[config.mk]
export PLATFORM = sky130hd
export DESIGN_NAME = div_error_monitor
export DESIGN_NICKNAME = d
export VERILOG_FILES = /design/src/rtl/div_error_monitor.sv
export SDC_FILE = /design/constraint.sdc
export NUM_CORES = 1
export LEC_CHECK = 0
export ABC_AREA = 1
export ABC_CLOCK_PERIOD_IN_PS = 2700
export CAP_MARGIN = 20
export CORE_MARGIN = 2
export CORE_UTILIZATION = 47
export CTS_CLUSTER_DIAMETER = 40
export DETAILED_ROUTE_END_ITERATION = 16
export DONT_BUFFER_PORTS = 1
export PLACE_DENSITY = 0.72
export REMOVE_ABC_BUFFERS = 1
export SYNTH_ARGS = -nofsm -noshare
export SYNTH_HDL_FRONTEND = slang
export SYNTH_SLANG_ARGS = --single-unit
[constraint.sdc]
create_clock -name clk -period 2.7 [get_ports clk]
set_input_delay 0.27 -clock clk [delete_from_list [all_inputs] [get_ports clk]]
set_output_delay 0.27 -clock clk [all_outputs]
set_load 0.005 [all_outputs]
[src/rtl/div_error_monitor.sv]
// Error statistics monitor for the approximate divider: accumulates |dq| sum/max and q/r mismatch count over a window.
// Latency: sample visible in stats 2 cycles after accept, done 3 cycles after final accept; in_ready only while the window is open.
module div_error_monitor #(
    parameter int DW        = 8,
    parameter int CNT_W     = 24,
    parameter int SUM_W     = 32,
    parameter int N_SAMPLES = 1000
) (
    input  logic             clk,
    input  logic             rst_n,
    input  logic             start,
    input  logic             in_valid,
    output logic             in_ready,
    input  logic [DW-1:0]    q_apx,
    input  logic [DW-1:0]    r_apx,
    input  logic [DW-1:0]    q_ex,
    input  logic [DW-1:0]    r_ex,
    output logic             busy,
    output logic             done,
    output logic [CNT_W-1:0] sample_cnt,
    output logic [CNT_W-1:0] mismatch_cnt,
    output logic [SUM_W-1:0] sum_abs_q,
    output logic [DW-1:0]    max_abs_q,
    output logic             sum_sat
);

    typedef enum logic [1:0] {IDLE, RUN, DRAIN, DONE} state_t;

    localparam logic [CNT_W-1:0] N_LAST = CNT_W'(N_SAMPLES);

    state_t             state_q, state_d;
    logic [CNT_W-1:0]   issued_q, issued_d;
    logic               done_q, done_d;
    logic               s1_vld_q, s1_vld_d;
    logic [DW-1:0]      s1_diff_q, s1_diff_d;
    logic               s1_mis_q, s1_mis_d;
    logic [CNT_W-1:0]   cnt_q, cnt_d;
    logic [CNT_W-1:0]   mis_q, mis_d;
    logic [SUM_W-1:0]   sum_q, sum_d;
    logic [DW-1:0]      max_q, max_d;
    logic               sat_q, sat_d;
    logic               accept;
    logic [SUM_W:0]     sum_ext;

    always_comb begin
        state_d   = state_q;
        issued_d  = issued_q;
        done_d    = 1'b0;
        cnt_d     = cnt_q;
        mis_d     = mis_q;
        sum_d     = sum_q;
        max_d     = max_q;
        sat_d     = sat_q;

        // A sample coinciding with start belongs to no window and is dropped.
        accept    = in_valid && (state_q == RUN) && !start;
        s1_vld_d  = accept;
        s1_diff_d = (q_apx >= q_ex) ? (q_apx - q_ex) : (q_ex - q_apx);
        s1_mis_d  = (q_apx != q_ex) || (r_apx != r_ex);

        case (state_q)
            RUN: begin
                if (accept) begin
                    issued_d = issued_q + 1'b1;
                    if (issued_d == N_LAST) begin
                        state_d = DRAIN;
                    end
                end
            end
            DRAIN: begin
                if (!s1_vld_q) begin
                    state_d = DONE;
                    done_d  = 1'b1;
                end
            end
            default: ;
        endcase

        sum_ext = {1'b0, sum_q} + {{(SUM_W + 1 - DW){1'b0}}, s1_diff_q};

        if (start) begin
            state_d  = RUN;
            issued_d = '0;
            done_d   = 1'b0;
            cnt_d    = '0;
            mis_d    = '0;
            sum_d    = '0;
            max_d    = '0;
            sat_d    = 1'b0;
        end else if (s1_vld_q) begin
            cnt_d = cnt_q + 1'b1;
            mis_d = mis_q + {{(CNT_W - 1){1'b0}}, s1_mis_q};
            if (sum_ext[SUM_W]) begin
                sum_d = '1;
                sat_d = 1'b1;
            end else begin
                sum_d = sum_ext[SUM_W-1:0];
            end
            if (s1_diff_q > max_q) begin
                max_d = s1_diff_q;
            end
        end
    end

    always_ff @(posedge clk or negedge rst_n) begin
        if (!rst_n) begin
            state_q   <= IDLE;
            issued_q  <= '0;
            done_q    <= 1'b0;
            s1_vld_q  <= 1'b0;
            s1_diff_q <= '0;
            s1_mis_q  <= 1'b0;
            cnt_q     <= '0;
            mis_q     <= '0;
            sum_q     <= '0;
            max_q     <= '0;
            sat_q     <= 1'b0;
        end else begin
            state_q   <= state_d;
            issued_q  <= issued_d;
            done_q    <= done_d;
            s1_vld_q  <= s1_vld_d;
            s1_diff_q <= s1_diff_d;
            s1_mis_q  <= s1_mis_d;
            cnt_q     <= cnt_d;
            mis_q     <= mis_d;
            sum_q     <= sum_d;
            max_q     <= max_d;
            sat_q     <= sat_d;
        end
    end

    assign in_ready     = (state_q == RUN);
    assign busy         = (state_q == RUN) || (state_q == DRAIN);
    assign done         = done_q;
    assign sample_cnt   = cnt_q;
    assign mismatch_cnt = mis_q;
    assign sum_abs_q    = sum_q;
    assign max_abs_q    = max_q;
    assign sum_sat      = sat_q;

endmodule

==> results.cfg <==
[worst_setup_path]
cp.required_ns = 3.01
worst_ep_arrival_time_ns = 2.76
r2r-end = sum_abs_q[28]$_DFFE_PN0P_
rr_worst_depth = 13
critPathKind = register to register
critical_path.startpoint_type = register
worstSetupEndpointType = register
worstPathMaxFanout = 12
r2r-start = sum_abs_q[0]$_DFFE_PN0P_
regToRegSetupSlack_ns = 0.25

[hold_path]
min_path_type = input pin to async pin

[floorplanning]
ios = 128
die_area_sq_um = 18200
die_x_microns = 135
die-height_microns = 135
start_util_pct = 48.4
fp.coreArea_sq_um = 16700
num_rows = 47

[pwr]
clkPwrFrac_pct = 43.6
leakagePower_nw = 4.11
powerDensity_nw_per_um2 = 568
seqPwrFrac_pct = 41.4
internal_power_mw = 3.57
swShare_pct = 29.5
p_switching_mw = 1.50
vdd_drop_max_uv = 413
combinationalPowerShare_pct = 15.0

[final_layout]
nFillCells = 1572
fin_cells = 1335
layout_commonest_cell = nand2_1
final_cell_mix = 280 x nand2_1, 140 x inv_1, 126 x dfrtp_1
final_layout_size_suffix_gt1_share_pct = 7.53
post-route-util_pct = 53.4
diodes = 0
syn2layout_area_growth_pct = 10.5
nets = 1179
fin_area_sq_um = 8930

[clock_network]
root_buffer = clkbuf_16
htreeDepth = 4
clkTransAtPathRegs_ns = 0.06
cts_tree = done
cts_buffers = 17
cts_buffer_depth = 2
clock_latency_ns = 0.42
cts_setup_buffers = 0
cts.sinks = 126
ctsHoldBuffers = 2
cts-resized-gates = 0

[synth]
mappedNetlistArea_sq_um = 8080
synth_edf_count = 0
synth_top_area_share_pct = 39.0
yosysWarnings = 0
yosysSeqAreaShare_pct = 39.0
synthCells = 1095
async_flop_share_pct = 100
synth.distinct_cells = 49
ys_top_cells_by_area = dfrtp_1 39%, nand2_1 13%, inv_1 6.5%
yosysTopAreaCell = dfrtp_1
synth_ff_type = dfrtp_1
synth_seq_cells = 126
syn_area_per_cell_sq_um = 7.38

[global_route]
grt_pass1_wl_mm = 33.6
grt_pass1_vias = 6999
gr-total-overflow = 0
track_usage_pct = 23.1
grt_max_degree = 127
antenna_found_initial = 0

[sta]
hold_slack_ns = -0.462
maxClockFrequency_mhz = 408
setup_viol = 0
slew_violations = 0
fin_crit_sh_pct = 90.8
grt_setup_unrepaired = no
max-slew-margin-rel_pct = 26.3
fin_worst_skew_ns = 0.00685
worstMarginPinSlew_ns = 1.10
fin_ws_ns = 0.248
hold_viol = 126
period_needed_ns = 2.45

[place]
pre_cts_ws_ns = 0.259
dp_cells = 1301
port_buffers = 0
dpl_cell_area_sq_um = 8330
dp_hpwl_mm = 14.6
gp_congestion = 0.884

[detailed_routing]
highest_layer = met4
via_count = 7286
wl_met1_mm = 8.91
drt_drc_violations_left = 0
ant_nets = 0
wl_met3_mm = 1.87
vias_per_cell = 5.46
route.met2.wl_mm = 9.07
drtIter0Drc = 593
drt-wirelength-per-cell_microns = 15.1
wl_mm = 20.1
drt_pass1_iterations = 7

[job]
maxCapViolCount = 0

[status]
violations = hold timing
outcome = complete, but fails checks
## power groups by stage
stage	Sequential (mW)	Combinational (mW)	Clock [mW]
2_1_floorplan	2.09	0.573	0
3_3_place_gp	2.13	0.737	0
3_5_place_dp	2.13	0.748	0
4_1_cts	2.10	0.764	2.25
5_1_grt	2.11	0.880	2.34
6_report	2.10	0.762	2.21
## routing by layer
metal  up-vias  track usage (%)
li1       3601                -
met1      3393             30.8
met2       264             36.0
met3        28             7.02
met4         0             7.35
met5         -                0
## cells by family after synthesis
family / count (synthesis) / synth area share (%)
simple gates: 545 / 30.0
compound gates: 175 / 12.1
buf+inv: 170 / 8.02
flops: 126 / 39.0
fa+ha+maj: 41 / 6.63
xor+xnor: 34 / 3.69
mux: 4 / 0.542
## worst max-delay path by stage
stage                                end                      from  slack (ns)  cells after the start
3_5_place_dp   sum_abs_q[28]$_DFFE_PN0P_  sum_abs_q[0]$_DFFE_PN0P_        0.26                     13
6_report       sum_abs_q[28]$_DFFE_PN0P_  sum_abs_q[0]$_DFFE_PN0P_        0.25                     13
4_1_cts        sum_abs_q[28]$_DFFE_PN0P_  sum_abs_q[0]$_DFFE_PN0P_        0.25                     13
2_1_floorplan  sum_abs_q[28]$_DFFE_PN0P_        s1_vld_q$_DFF_PN0_       -0.01                      6
5_1_grt        sum_abs_q[22]$_DFFE_PN0P_  sum_abs_q[0]$_DFFE_PN0P_        0.01                     12
3_3_place_gp   sum_abs_q[28]$_DFFE_PN0P_  sum_abs_q[0]$_DFFE_PN0P_        0.31                     13
## state kept, by name (all words and copies together), names as in the netlist
name,count
sum_sat,1
sample_cnt,24
s1_mis_q,1
state_q,2
s1_diff_q,8
sum_abs_q,32
mismatch_cnt,24
s1_vld_q,1
done,1
max_abs_q,8
issued_q,24
## final cells by class
class | count | area (sq um) | area share, %
multi-input cells | 799 | 4280 | 48.0
flip-flops and latches | 126 | 3150 | 35.3
inverters | 146 | 548 | 6.14
clock buffers | 18 | 439 | 4.92
well taps | 220 | 275 | 3.08
clock inverters | 14 | 135 | 1.51
repair buffers | 12 | 95.1 | 1.07
## metrics by stage
stage	total power [mW]	setup TNS, ns
2_1_floorplan	2.67	-0.0127
3_3_place_gp	2.87	0
3_5_place_dp	2.88	0
4_1_cts	5.11	0
5_1_grt	5.33	0
6_report	5.07	0
## worst max-delay path: stages (launching register included)
cell     delay, ns
dfrtp_1       0.40
ha_1          0.24
fa_1          0.41
nand3_1       0.10
nand2_1       0.08
a21oi_1       0.30
o21ai_1       0.14
nand2_1       0.13
nor2_2        0.07
nand4_2       0.07
buf_4         0.20
o21ai_0       0.10
inv_1         0.06
nand2_1       0.05
## synth_stat cells, types with 3 or more instances
| library cell | instances |
|---|---|
| nor3_1 | 31 |
| nor3_2 | 5 |
| dfrtp_1 | 126 |
| clkbuf_1 | 17 |
| nand2_2 | 8 |
| nor2_2 | 7 |
| nand2_1 | 280 |
| o21bai_1 | 3 |
| xnor2_1 | 10 |
| a21oi_1 | 62 |
| and2_1 | 3 |
| nand4_1 | 17 |
| inv_1 | 140 |
| ha_1 | 38 |
| a221oi_1 | 3 |
| a22oi_1 | 7 |
| o22ai_1 | 6 |
| buf_2 | 5 |
| or2_2 | 3 |
| o21a_1 | 4 |
| nor2_1 | 91 |
| nand3_1 | 76 |
| inv_2 | 5 |
| o211ai_1 | 3 |
| o21ai_1 | 4 |
| mux2_2 | 3 |
| fa_1 | 3 |
| nor2_4 | 5 |
| xor2_1 | 24 |
| nor4_1 | 10 |
| o21ai_0 | 71 |
No activity file was read; power rests on OpenSTA's default activity.
